`src/rtl/shift_add_mul8_pkg.sv`:
```
// shift_add_mul8_pkg: shared widths and state encodings for the multiplier and its bench
package shift_add_mul8_pkg;

    localparam int WIDTH = 8;
    localparam int CNT_W = 4;
    localparam int PW    = 2 * WIDTH;

    typedef logic [1:0] state_t;

    localparam logic [1:0] ST_IDLE = 2'd0;
    localparam logic [1:0] ST_RUN  = 2'd1;
    localparam logic [1:0] ST_DONE = 2'd2;

endpackage

```
`src/rtl/shift_add_mul8_adder.sv`:
```
// adder_16bit: gate-level 16-bit ripple-carry adder exposing every stage carry
module adder_16bit (
    input  logic [15:0] a,
    input  logic [15:0] b,
    input  logic        cin,
    output logic [15:0] s,
    output logic [15:0] c
);

    logic [16:0] cy;

    assign cy[0] = cin;

    genvar i;
    generate
        for (i = 0; i < 16; i++) begin : g_fa
            assign s[i]    = a[i] ^ b[i] ^ cy[i];
            assign cy[i+1] = (a[i] & b[i]) | (cy[i] & (a[i] ^ b[i]));
            assign c[i]    = cy[i+1];
        end
    endgenerate

endmodule

```
`src/rtl/shift_add_mul8.sv`:
```
// shift_add_mul8: sequential 8x8 unsigned shift-and-add multiplier, fixed 8-iteration run
module shift_add_mul8
    import shift_add_mul8_pkg::*;
(
    input  logic             clk,
    input  logic             rst,
    input  logic             start,
    input  logic [WIDTH-1:0] a,
    input  logic [WIDTH-1:0] b,
    output logic             busy,
    output logic             done,
    output logic [PW-1:0]    product
);

    state_t           state_q, state_d;
    logic [CNT_W-1:0] cnt_q, cnt_d;
    logic [PW-1:0]    mcand_q, mcand_d;
    logic [WIDTH-1:0] mplier_q, mplier_d;
    logic [PW-1:0]    acc_q, acc_d;
    logic [PW-1:0]    product_q, product_d;
    logic [PW-1:0]    sum_w;
    logic [PW-1:0]    carry_w;

    adder_16bit u_adder (
        .a   (acc_q),
        .b   (mcand_q),
        .cin (1'b0),
        .s   (sum_w),
        .c   (carry_w)
    );

    // Next-state: accept in IDLE, one shift/accumulate step per RUN cycle, DONE returns to IDLE
    always_comb begin
        state_d   = state_q;
        cnt_d     = cnt_q;
        mcand_d   = mcand_q;
        mplier_d  = mplier_q;
        acc_d     = acc_q;
        product_d = product_q;
        if (state_q == ST_IDLE && start) begin
            state_d   = ST_RUN;
            cnt_d     = '0;
            mcand_d   = {{WIDTH{1'b0}}, a};
            mplier_d  = b;
            acc_d     = '0;
            product_d = '0;
        end else if (state_q == ST_RUN) begin
            acc_d    = mplier_q[0] ? sum_w : acc_q;
            mcand_d  = mcand_q << 1;
            mplier_d = mplier_q >> 1;
            cnt_d    = cnt_q + 1'b1;
            if (cnt_q == CNT_W'(WIDTH - 1)) begin
                state_d   = ST_DONE;
                product_d = acc_d;
            end
        end else if (state_q == ST_DONE) begin
            state_d = ST_IDLE;
        end
    end

    // State registers; reset aborts any operation in flight without a done pulse
    always_ff @(posedge clk) begin
        if (rst) begin
            state_q   <= ST_IDLE;
            cnt_q     <= '0;
            mcand_q   <= '0;
            mplier_q  <= '0;
            acc_q     <= '0;
            product_q <= '0;
        end else begin
            state_q   <= state_d;
            cnt_q     <= cnt_d;
            mcand_q   <= mcand_d;
            mplier_q  <= mplier_d;
            acc_q     <= acc_d;
            product_q <= product_d;
            if (state_q == ST_RUN)
                assert (!carry_w[PW-1]) else $error("adder carry out of bit 15 during RUN");
        end
    end

    assign busy    = (state_q == ST_RUN) || (state_q == ST_DONE);
    assign done    = (state_q == ST_DONE);
    assign product = product_q;

endmodule

```
`config.mk`:
```
export PLATFORM = sky130hd
export DESIGN_NAME = shift_add_mul8
export DESIGN_NICKNAME = d
export VERILOG_FILES = /design/src/rtl/shift_add_mul8_pkg.sv /design/src/rtl/shift_add_mul8_adder.sv /design/src/rtl/shift_add_mul8.sv
export SDC_FILE = /design/constraint.sdc
export NUM_CORES = 1
export LEC_CHECK = 0
export CAP_MARGIN = 20
export CORE_ASPECT_RATIO = 1.75
export CORE_MARGIN = 3
export CORE_UTILIZATION = 59
export CTS_CLUSTER_DIAMETER = 50
export CTS_CLUSTER_SIZE = 16
export DETAILED_ROUTE_END_ITERATION = 6
export PLACE_DENSITY = 0.88
export SYNTH_ARGS = -nofsm -noshare
export SYNTH_HDL_FRONTEND = slang
export SYNTH_SLANG_ARGS = --single-unit
```
`constraint.sdc`:
```
create_clock -name clk -period 10 [get_ports clk]
set_input_delay 2 -clock clk [delete_from_list [all_inputs] [get_ports clk]]
set_output_delay 2 -clock clk [all_outputs]
set_load 0.02 [all_outputs]
```
# [After elaboration in Yosys (flattened, before gate mapping)]
# Index checks and enable logic that the tools add are counted.
[word_totals] regBits=62
[op_classes] n_addsub=1 eq_ne=5 mux=9 bitwise=74 n_reduce_logical=10
[ops] operator="8-bit 2-to-1 mux" n=4
[ops] operator="1-bit bitwise XOR" n=31
[ops] operator="1-bit bitwise AND" n=29
[ops] operator="16-bit 2-to-1 mux" n=1
[ops] operator="1-bit OR" n=14
[ops] operator="2-bit 2-to-1 mux" n=3
[ops] operator="2-bit AND reduction" n=3
[ops] operator="4-bit by 1-bit adder with 4-bit output (second input constant)" n=1
[ops] operator="4-bit by 3-bit equality test with 1-bit output (second input constant)" n=1
[ops] operator="2-bit nonzero test" n=2
[ops] operator="3-bit inequality test (second input constant)" n=1
[ops] operator="3-bit nonzero test" n=1
[ops] operator="2-bit by 1-bit equality test with 1-bit output (second input constant)" n=1
[ops] operator="2-bit equality test (second input constant)" n=1
[ops] operator="2-bit logical NOT" n=1
[ops] operator="2-bit inequality test (second input constant)" n=1
[ops] operator="2-bit OR reduction" n=1
[ops] operator="1-bit logical AND" n=1
[ops] operator="1-bit logical OR" n=1
[ops] operator="1-bit 2-to-1 mux" n=1

# [Depth between registers and ports, before layout]
# Gate-level depths: netlist of the first run.
[logic_depth] depth_word=31 mapped_depth=20 ltp_nobuf=20

# [Cells and area by module]
# Synthesis of the first run repeated with hierarchy kept, for this count alone.
[hier_totals] hier_cells=287 hier_area_um2=2919.0
[modules_own_cells] module="shift_add_mul8" n_inst=1 cells_each=271 area_each_um2=2598.7 seq_area_each_um2=1241.2
[modules_own_cells] module="adder_16bit" n_inst=1 cells_each=16 area_each_um2=320.3 seq_area_each_um2=0.0

# [Worst setup path after synthesis of the first run]
# OpenSTA, ideal clock, no wires.
[synth_path] path_kind="reg2reg" startpoint="register mcand_q[0]" endpoint="register acc_q[15]" setup_ns=0.116 arrival_ns=6.193 setup_slack_ns=3.691 path_stages_with_launch=21 path_buffers=0 synth_period_minus_slack_ns=6.309 path_cell_list="dfxtp_1 -> ha_1 -> fa_1 -> fa_1 -> fa_1 -> fa_1 -> fa_1 -> fa_1 -> fa_1 -> fa_1 -> fa_1 -> fa_1 -> fa_1 -> inv_1 -> fa_1 -> inv_1 -> fa_1 -> fa_1 -> xor2_1 -> a311oi_1 -> a41o_1"
[synth_via] elab_chain_len=31
[synth_rtl] element="start, declared" line_no="shift_add_mul8.sv:17" text="logic [PW-1:0] mcand_q, mcand_d;"
[synth_rtl] element="start signal, assigned" line_no="shift_add_mul8.sv:73" text="mcand_q <= mcand_d;"
[synth_rtl] element="1-bit bitwise AND (2 in series)" line_no="shift_add_mul8_adder.sv:18" text="assign cy[i+1] = (a[i] & b[i]) | (cy[i] & (a[i] ^ b[i]));"
[synth_rtl] element="1-bit OR" line_no="shift_add_mul8_adder.sv:18"
[synth_rtl] element="1-bit bitwise AND" line_no="shift_add_mul8_adder.sv:18"
[synth_rtl] element="1-bit OR" line_no="shift_add_mul8_adder.sv:18"
[synth_rtl] element="1-bit bitwise AND" line_no="shift_add_mul8_adder.sv:18"
[synth_rtl] element="1-bit OR" line_no="shift_add_mul8_adder.sv:18"
[synth_rtl] element="1-bit bitwise AND" line_no="shift_add_mul8_adder.sv:18"
[synth_rtl] element="1-bit OR" line_no="shift_add_mul8_adder.sv:18"
[synth_rtl] element="[... 14 more ...]"
[synth_rtl] element="1-bit bitwise AND" line_no="shift_add_mul8_adder.sv:18"
[synth_rtl] element="1-bit OR" line_no="shift_add_mul8_adder.sv:18"
[synth_rtl] element="1-bit bitwise AND" line_no="shift_add_mul8_adder.sv:18"
[synth_rtl] element="1-bit OR" line_no="shift_add_mul8_adder.sv:18"
[synth_rtl] element="1-bit bitwise AND" line_no="shift_add_mul8_adder.sv:18"
[synth_rtl] element="1-bit OR" line_no="shift_add_mul8_adder.sv:18"
[synth_rtl] element="1-bit bitwise XOR" line_no="shift_add_mul8_adder.sv:17" text="assign s[i] = a[i] ^ b[i] ^ cy[i];"
[synth_rtl] element="16-bit 2-to-1 mux" line_no="shift_add_mul8.sv:48" text="acc_d = mplier_q[0] ? sum_w : acc_q;"
[synth_rtl] element="end signal, assigned" line_no="shift_add_mul8.sv:68" text="acc_q <= '0;"
[synth_rtl] element="end signal, assigned" line_no="shift_add_mul8.sv:75" text="acc_q <= acc_d;"
[synth_rtl] element="end, declared" line_no="shift_add_mul8.sv:19" text="logic [PW-1:0] acc_q, acc_d;"
# Every way passes these cells.
# A chain may end at the register's enable or synchronous reset.

# [Worst setup path in the final report of the first run]
# Ends and elaborated chain as after synthesis.

==> out/qor.yml, run 1 <==
outcome:
  outcome: "completed"
setup_path:
  worst_path_max_delay_cell: "fa_1"
  endpoint: "acc_q[15]"
  critPathBufInv: 2
  crit_arrival_ns: 6.95
  path_depth: 20
  r2r-start: "mcand_q[0]"
  startpoint: "mcand_q[0]"
  reg2reg_slack_ns: 3.28
  r2r_cells: 20
  cp_common_cell: "fa_1"
  cp_max_fo: 4
  startpoint_type: "flop"
  required_ns: 10.22
  crit_chain: "ha_1 -> fa_1 -> fa_1 -> fa_1 -> fa_1 -> fa_1 -> fa_1 -> fa_1 -> fa_1 -> fa_1 -> fa_1 -> fa_1 -> inv_1 -> fa_1 -> inv_1 -> fa_1 -> fa_1 -> xor2_1 -> a311oi_1 -> a41o_1"
  reg2reg_to: "acc_q[15]"
  max_stage_delay_ns: 0.41
  crit_path_end_kind: "flop"
  path_delay_family: "adder cells"
  crit_type: "flop to flop"
logic_synthesis:
  yosys.area_share.adder: 0.116
  yosysSeqAreaShare: 0.421
  synthMuxAreaShare: 0.126
  synth-xor-area-share: 0.0119
  ys_types: 30
  synth_top_family_by_area: "compound AO/OA/AOI/OAI gates"
  synth_top_area_cell: "dfxtp_1"
  netlist_area_um2: 2950
  syn_nets: 332
  syn-instance-count: 294
  synth_compound_area_frac: 0.142
  synth_area_per_cell_um2: 10.0
  synthSimpleGateAreaFrac: 0.129
  synth-seq-cells: 62
  ys.warnings.count: 0
  synth_area_leaders: "dfxtp_1, mux2i_1, fa_1"
  synth_top_area_share: 0.421
sta:
  fmax_mhz: 149
  drv_slew: 0
  relSlewSlack: 0.375
  tightest_slew_ns: 0.935
  min_period_ns: 6.72
  rsz0062_at_grt: "no"
  period_share: 0.672
  hold_viol_final: 0
  fin_setup_tns_ns: 0
  skew_ns: 0.0109
  setup_viol: 0
job:
  max_cap_viol_count: 0
pwr:
  p_switching_mw: 0.133
  combPwrFrac: 0.097
  p_clk_frac: 0.416
  p_int_mw: 0.406
  p_leak_nw: 1.26
  ir_drop_mv: 0.137
  seqPwrFrac: 0.487
  netSwitchingFraction: 0.246
  powerDensity_nw_per_um2: 155
min_path:
  hold_path.startpoint: "product[12]"
  hp-class: "flop to flop"
grt:
  grt_max_degree: 47
  track_usage: 0.229
  grt-ovfl-total: 0
  grt_pass1_vias: 2326
  antenna_found_initial: 0
  grt_first_pass_wirelength_mm: 10.3
clock_tree:
  post_cts_buffers: 0
  cts_sinks: 62
  clk_latency_ns: 0.34
  clock-root-buffer: "clkbuf_8"
  ctsHtreeMaxLevel: 3
  clockBufferDepth: 2
  cts_resized: 0
  postCtsHoldBufs: 0
  cts_tree: "done"
  cts_buffers: 9
  path_clk_slew_ns: 0.06
floorplan:
  dieWidth_um: 59.4
  start_util: 0.621
  core_area_um2: 4750
  row_count: 33
  ioPinCount: 37
  dieArea_um2: 5910
  die_y_um: 99.5
final_layout:
  num_antenna_cells: 0
  layout-drive-gt1-share: 0.104
  final_nets: 360
  nFillCells: 318
  final_util: 0.733
  synthToLayoutAreaGrowth_pct: 18.0
routing:
  drc_errors: 0
  vias: 2197
  totalWireLength_mm: 5.84
  wire_per_inst_um: 15.4
  firstDrtPassIters: 4
  vias_per_cell: 5.80
  drt_iter0_drc: 55
  drtAntennaViolNets: 0
placement:
  routabilityCongestion: 0.796
  place_hpwl_mm: 3.87
  port_buffers: 36
[power by group through the flow]
stage / logic (mW) / registers (mW) / clock network [mW]
floorplan: 0.0390 / 0.265 / 0
global placement: 0.0476 / 0.269 / 0
detailed placement: 0.0492 / 0.270 / 0
CTS: 0.0496 / 0.264 / 0.228
global route: 0.0577 / 0.263 / 0.238
finish: 0.0524 / 0.262 / 0.224
[registers in the layout, summed over array words and instances, names as in the netlist]
| signal | count |
|---|---|
| state_q | 2 |
| mcand_q | 16 |
| cnt_q | 4 |
| mplier_q | 8 |
| product | 16 |
| acc_q | 16 |
[worst min-delay path by stage]
stage,cells past startpoint,to,slack (ns)
6_report,2,product[12],0.47
2_1_floorplan,2,acc_q[0],0.45
5_1_grt,2,product[12],0.49
3_3_place_gp,2,product[12],0.44
4_1_cts,2,product[12],0.48
3_5_place_dp,2,product[12],0.47
[layout by cell type (no fill, tap or decap), types with 2 or more instances in the layout]
cell type	instances
nand3b_1	2
inv_1	7
nor2_1	44
clkinv_2	3
fa_1	14
clkdlybuf4s50_1	36
a211oi_1	17
ha_1	5
dfxtp_1	62
buf_4	3
clkbuf_8	11
nand2_1	33
xor2_1	3
nand3_1	3
mux2i_1	37
a211oi_2	13
a21oi_1	19
[per-stage QoR]
stage	setup WS [ns]	instances	instance area, µm²	power (mW)	hold slack (ns)
5_1_grt	3.04	379	3480	0.560	0.494
4_1_cts	3.32	378	3460	0.542	0.477
3_3_place_gp	3.48	362	3260	0.317	0.440
3_5_place_dp	3.35	362	3260	0.319	0.468
6_report	3.28	379	3480	0.539	0.469
2_1_floorplan	3.69	294	2950	0.304	0.452
[cell type report]
class	count	area [µm²]	share of cell area
Tap cell	52	65.1	0.0187
Timing Repair Buffer	40	398	0.114
Sequential cell	62	1240	0.357
Inverter	7	26.3	0.00755
Multi-Input combinational cell	202	1550	0.445
Clock inverter	4	45.0	0.0129
Clock buffer	12	155	0.0446
[per-layer routing]
metal  track usage  routed length, µm  part of all wire  vias to the layer above
li1              -                  -                 -                     1063
met1         0.262               2320              0.40                     1046
met2         0.377               3150              0.54                       74
met3        0.0455                252             0.043                       14
met4         0.140                121             0.021                        0
met5             0                  0                 0                        -
[tightest hold or removal path, delay by kind of cell (launching register included)]
family          cells  cell delay (ns)
compound gates      1             0.05
flops               1             0.31
simple gates        1             0.05
[kinds of logic (layout without fill, tap and decap cells)]
| logic type | after synthesis | count (layout) |
|---|---|---|
| AO/OA/AOI/OAI | 53 | 53 |
| XOR/XNOR | 4 | 4 |
| adder cells (fa/ha/maj) | 19 | 19 |
| buffers and inverters | 30 | 63 |
| flip-flops | 62 | 62 |
| multiplexers | 37 | 37 |
| AND/OR/NAND/NOR | 89 | 89 |
[Yosys cell counts]
cell type / number
a211oi_1: 17
a211oi_2: 13
a21o_1: 1
a21oi_1: 19
a311oi_1: 1
a41o_1: 1
and2_1: 1
and4_4: 1
and4b_1: 1
buf_2: 12
buf_4: 2
buf_6: 3
clkbuf_1: 5
clkbuf_2: 1
dfxtp_1: 62
fa_1: 14
ha_1: 5
inv_1: 7
mux2i_1: 37
nand2_1: 33
nand2b_1: 1
nand3_1: 3
nand3b_1: 2
nand4_1: 1
nand4b_1: 1
nor2_1: 44
nor4_2: 1
o211ai_1: 1
xnor2_1: 1
xor2_1: 3
Note: power is estimated with default switching activity, not from simulation.
==> inputs of run 2 (changes only) <==
--- a/config.mk
+++ b/config.mk
@@ -8,11 +8,11 @@
 export CAP_MARGIN = 20
 export CORE_ASPECT_RATIO = 1.75
 export CORE_MARGIN = 3
-export CORE_UTILIZATION = 59
+export CORE_UTILIZATION = 55
 export CTS_CLUSTER_DIAMETER = 50
 export CTS_CLUSTER_SIZE = 16
 export DETAILED_ROUTE_END_ITERATION = 6
-export PLACE_DENSITY = 0.88
+export PLACE_DENSITY = 0.83
 export SYNTH_ARGS = -nofsm -noshare
 export SYNTH_HDL_FRONTEND = slang
 export SYNTH_SLANG_ARGS = --single-unit
==> constraint.sdc (replaced) <==
create_clock -name clk -period 6.5 [get_ports clk]
set_input_delay 1.3 -clock clk [delete_from_list [all_inputs] [get_ports clk]]
set_output_delay 1.3 -clock clk [all_outputs]
set_load 0.02 [all_outputs]
==> out/qor.yml, run 2 (same netlist as run 1, synthesis figures left out) <==
outcome:
  outcome: "completed"
clock_tree:
  ctsHtreeMaxLevel: 3
  clockBufferDepth: 2
  cts_sinks: 62
  cts_buffers: 9
  cts_tree: "done"
  postCtsHoldBufs: 0
  path_clk_slew_ns: 0.07
  post_cts_buffers: 0
  clock-root-buffer: "clkbuf_8"
  clk_latency_ns: 0.34
pwr:
  ir_drop_mv: 0.134
  powerDensity_nw_per_um2: 223
  seqPwrFrac: 0.519
  combPwrFrac: 0.106
  p_total_mw: 0.778
  p_switching_mw: 0.202
  p_clk_frac: 0.376
  p_int_mw: 0.576
  netSwitchingFraction: 0.259
  p_leak_nw: 1.23
min_path:
  hp-class: "flop to flop"
setup_path:
  path_delay_family: "adder cells"
  cp_max_fo: 4
  crit_type: "flop to flop"
  cp_common_cell: "fa_2"
  max_stage_delay_ns: 0.39
  crit_path_end_kind: "flop"
  crit_arrival_ns: 6.52
  critPathBufInv: 2
  required_ns: 6.76
  crit_chain: "ha_1 -> fa_1 -> fa_2 -> fa_2 -> fa_2 -> fa_2 -> fa_2 -> fa_2 -> fa_1 -> fa_2 -> fa_2 -> fa_1 -> inv_1 -> fa_1 -> inv_1 -> fa_1 -> fa_2 -> xor2_2 -> and4_4 -> nor4_2"
  startpoint_type: "flop"
  worst_path_max_delay_cell: "fa_1"
routing:
  totalWireLength_mm: 5.97
  wire_per_inst_um: 15.6
  wl_met1_mm: 2.47
  wl_met3_um: 162
  firstDrtPassIters: 4
  drtAntennaViolNets: 0
  vias: 2143
  vias_per_cell: 5.61
  drt_iter0_drc: 89
  highest_layer: "met4"
  wl_met2_mm: 3.11
  drc_errors: 0
sta:
  period_share: 0.964
  whs_ns: 0.458
  tightest_slew_ns: 1.11
  skew_ns: 0.00902
  fmax_mhz: 160
  drv_slew: 0
  relSlewSlack: 0.261
  setup_viol: 0
  min_period_ns: 6.26
  hold_viol_final: 0
  rsz0062_at_grt: "no"
final_layout:
  layout_common_cells: "dfxtp_1, nor2_1, mux2i_1"
  final_nets: 361
  synthToLayoutAreaGrowth_pct: 18.4
  nFillCells: 393
  seqCellArea_um2: 1240
  layout_commonest_cell: "dfxtp_1"
  final_area_um2: 3490
  multi_input_area_um2: 1580
  layout-drive-gt1-share: 0.137
  final_util: 0.690
  num_antenna_cells: 0
placement:
  port_buffers: 36
  routabilityCongestion: 0.811
  place_hpwl_mm: 3.93
  placedInstanceArea_um2: 3270
grt:
  grt_max_degree: 32
  antenna_found_initial: 0
  track_usage: 0.208
  grt_first_pass_wirelength_mm: 9.68
  grt_pass1_vias: 2129
  grt-ovfl-total: 0
floorplan:
  dieArea_um2: 6310
  ioPinCount: 37
  dieWidth_um: 61.3
  row_count: 34
  start_util: 0.582
  core_area_um2: 5060
  die_y_um: 103
job:
  max_cap_viol_count: 0
## run 2: worst paths after layout
check,start,endpoint,slack [ns],cells after the start
hold reg to reg,product[12],product[12],0.46,2
setup / recovery,acc_q[0],product[15],0.24,20
setup reg to reg,acc_q[0],product[15],0.24,20
hold / removal,product[12],product[12],0.46,2
## run 2: what timing repair did
| action | CTS | global route |
|---|---|---|
| hold endpoints to repair | 0 | 0 |
| resized for setup | 5 | 6 |
| pin swaps | 2 | 0 |
| setup endpoints to repair | 2 | 3 |
## run 2: layout make-up
type	count	area share
Multi-Input combinational cell	202	0.453
Clock buffer	12	0.0416
Tap cell	54	0.0194
Sequential cell	62	0.356
Clock inverter	4	0.00645
Inverter	7	0.00753
Timing Repair Buffer	41	0.116
## run 2: power groups by stage
stage / Combinational, mW / Sequential [mW] / Clock (mW)
2_1_floorplan: 0.0600 / 0.407 / 0
3_3_place_gp: 0.0747 / 0.414 / 0
3_5_place_dp: 0.0764 / 0.415 / 0
4_1_cts: 0.0775 / 0.406 / 0.299
5_1_grt: 0.0905 / 0.405 / 0.313
6_report: 0.0823 / 0.403 / 0.292
## run 2: per-layer routing
metal / up-vias / GRT usage
met5: - / 0
met4: 0 / 0.162
met3: 17 / 0.0276
met2: 48 / 0.317
met1: 1015 / 0.258
li1: 1063 / -
## run 2: through the flow
step                      setup WS [ns]  cells  setup TNS, ns
after floorplan                   0.191    294              0
after global placement          -0.0184    365        -0.0330
after CTS                        0.0200    381              0
after detailed placement         -0.197    365         -0.384
after global routing             0.0435    382              0
final                             0.237    382              0
## run 2: tightest hold or removal path, stage by stage, from the launching register on
cell	delay, ns
dfxtp_1	0.30
nand2_1	0.05
a21oi_1	0.05
==> inputs of run 3 (changes only) <==
--- a/config.mk
+++ b/config.mk
@@ -8,11 +8,12 @@
 export CAP_MARGIN = 20
 export CORE_ASPECT_RATIO = 1.75
 export CORE_MARGIN = 3
-export CORE_UTILIZATION = 55
+export CORE_UTILIZATION = 50
 export CTS_CLUSTER_DIAMETER = 50
 export CTS_CLUSTER_SIZE = 16
 export DETAILED_ROUTE_END_ITERATION = 6
-export PLACE_DENSITY = 0.83
+export MAX_ROUTING_LAYER = met4
+export PLACE_DENSITY = 0.8
 export SYNTH_ARGS = -nofsm -noshare
 export SYNTH_HDL_FRONTEND = slang
 export SYNTH_SLANG_ARGS = --single-unit
==> constraint.sdc (replaced) <==
create_clock -name clk -period 5.5 [get_ports clk]
set_input_delay 1.1 -clock clk [delete_from_list [all_inputs] [get_ports clk]]
set_output_delay 1.1 -clock clk [all_outputs]
set_load 0.02 [all_outputs]
==> out/qor.yml, run 3 (same netlist as run 1, synthesis figures left out) <==
pwr:
  powerDensity_nw_per_um2: 285
  combPwrFrac: 0.097
  p_int_mw: 0.803
  p_clk_frac: 0.448
  seqPwrFrac: 0.455
  p_switching_mw: 0.246
  ir_drop_mv: 0.266
  p_leak_nw: 1.28
  netSwitchingFraction: 0.235
final_layout:
  final_nets: 366
  nFillCells: 453
  final_util: 0.653
  layout-drive-gt1-share: 0.189
  num_antenna_cells: 0
  layout_commonest_cell: "dfxtp_1"
  stdcell_count: 409
  layout_common_cells: "dfxtp_1, nor2_1, mux2i_1"
  synthToLayoutAreaGrowth_pct: 24.8
  seqCellArea_um2: 1240
  multi_input_area_um2: 1630
routing:
  vias_per_cell: 5.26
  vias: 2151
  drt_iter0_drc: 72
  firstDrtPassIters: 4
  wl_met3_um: 173
  wire_per_inst_um: 14.8
  totalWireLength_mm: 6.07
  highest_layer: "met4"
  drc_errors: 0
  wl_met2_mm: 3.23
  drtAntennaViolNets: 0
  wl_met1_mm: 2.53
clock_tree:
  cts_tree: "done"
  path_clk_slew_ns: 0.07
  clk_latency_ns: 0.35
  postCtsHoldBufs: 0
  post_cts_buffers: 0
  cts_buffers: 9
  ctsHtreeMaxLevel: 3
  clock-root-buffer: "clkbuf_8"
  cts_sinks: 62
  clockBufferDepth: 2
setup_path:
  crit_arrival_ns: 6.25
  crit_type: "flop to flop"
  cp_max_fo: 4
  crit_chain: "ha_4 -> fa_2 -> fa_2 -> fa_2 -> fa_2 -> fa_2 -> fa_2 -> fa_2 -> fa_2 -> fa_2 -> fa_2 -> fa_2 -> inv_2 -> fa_2 -> inv_2 -> fa_2 -> fa_2 -> xor2_4 -> a311oi_2 -> a41o_1"
  worst_path_max_delay_cell: "fa_2"
  startpoint_type: "flop"
  required_ns: 5.73
  cp_common_cell: "fa_2"
  max_stage_delay_ns: 0.38
  crit_path_end_kind: "flop"
placement:
  routabilityCongestion: 0.855
  place_hpwl_mm: 3.99
  dp_cells: 391
  port_buffers: 36
sta:
  relSlewSlack: 0.373
  rsz0062_at_grt: "yes"
  setup_viol: 5
  skew_ns: 0.0134
  min_period_ns: 6.02
  fmax_mhz: 166
  layout_setup_ws_ns: -0.516
  tightest_slew_ns: 0.938
  period_share: 1.09
  drv_slew: 0
  whs_ns: 0.463
  fin_setup_tns_ns: -1.61
  hold_viol_final: 0
floorplan:
  die_y_um: 108
  dieWidth_um: 64.0
  row_count: 36
  start_util: 0.524
  dieArea_um2: 6890
  ioPinCount: 37
  core_area_um2: 5630
grt:
  grt_first_pass_wirelength_mm: 9.95
  antenna_found_initial: 0
  track_usage: 0.195
  grt-ovfl-total: 0
  grt_pass1_vias: 2085
  grt_max_degree: 35
outcome:
  outcome: "finished, violations left"
  violations: "negative setup slack"
min_path:
  hp-class: "flop to flop"
job:
  max_cap_viol_count: 0
## run 3: worst paths after layout
kind,start,end,slack [ns],cells past startpoint
max,mcand_q[0],acc_q[15],-0.52,20
max reg2reg,mcand_q[0],acc_q[15],-0.52,20
min,product[12],product[12],0.46,2
min reg2reg,product[12],product[12],0.46,2
## run 3: routing by layer
layer | track usage | vias up
met1 | 0.218 | 1023
met3 | 0.0481 | 12
met2 | 0.321 | 41
met4 | 0.0974 | 0
met5 | - | -
li1 | - | 1075
## run 3: area by class of cell
type / instances / area share
Clock buffer: 13 / 0.0459
Inverter: 7 / 0.00714
Timing Repair Buffer: 46 / 0.122
Sequential cell: 62 / 0.338
Multi-Input combinational cell: 202 / 0.443
Clock inverter: 3 / 0.0177
Tap cell: 76 / 0.0259
## run 3: power groups by stage
| stage | registers, mW | clock network, mW | logic [mW] |
|---|---|---|---|
| final | 0.478 | 0.470 | 0.101 |
| after global routing | 0.480 | 0.491 | 0.110 |
| after CTS | 0.481 | 0.475 | 0.0947 |
| after detailed placement | 0.490 | 0 | 0.0934 |
| after global placement | 0.490 | 0 | 0.0912 |
| after floorplan | 0.481 | 0 | 0.0716 |
## run 3: critical path, delay by kind of cell, from the launching register on
kind	cells	cell delay, ns
buf+inv	2	0.10
flops	1	0.34
xor+xnor	1	0.21
fa+ha+maj	15	4.88
compound gates	2	0.36
## run 3: timing repair
action,CTS,global route
setup endpoints to repair,5,6
pin swaps,4,2
gates resized for setup,3,5
## run 3: per-stage QoR
step	cell area (µm²)	worst slack, ns	total power [mW]
2_1_floorplan	3000	-0.274	0.553
3_3_place_gp	3380	-0.422	0.581
3_5_place_dp	3380	-0.546	0.584
4_1_cts	3630	-0.527	1.05
5_1_grt	3680	-0.663	1.08
6_report	3680	-0.516	1.05
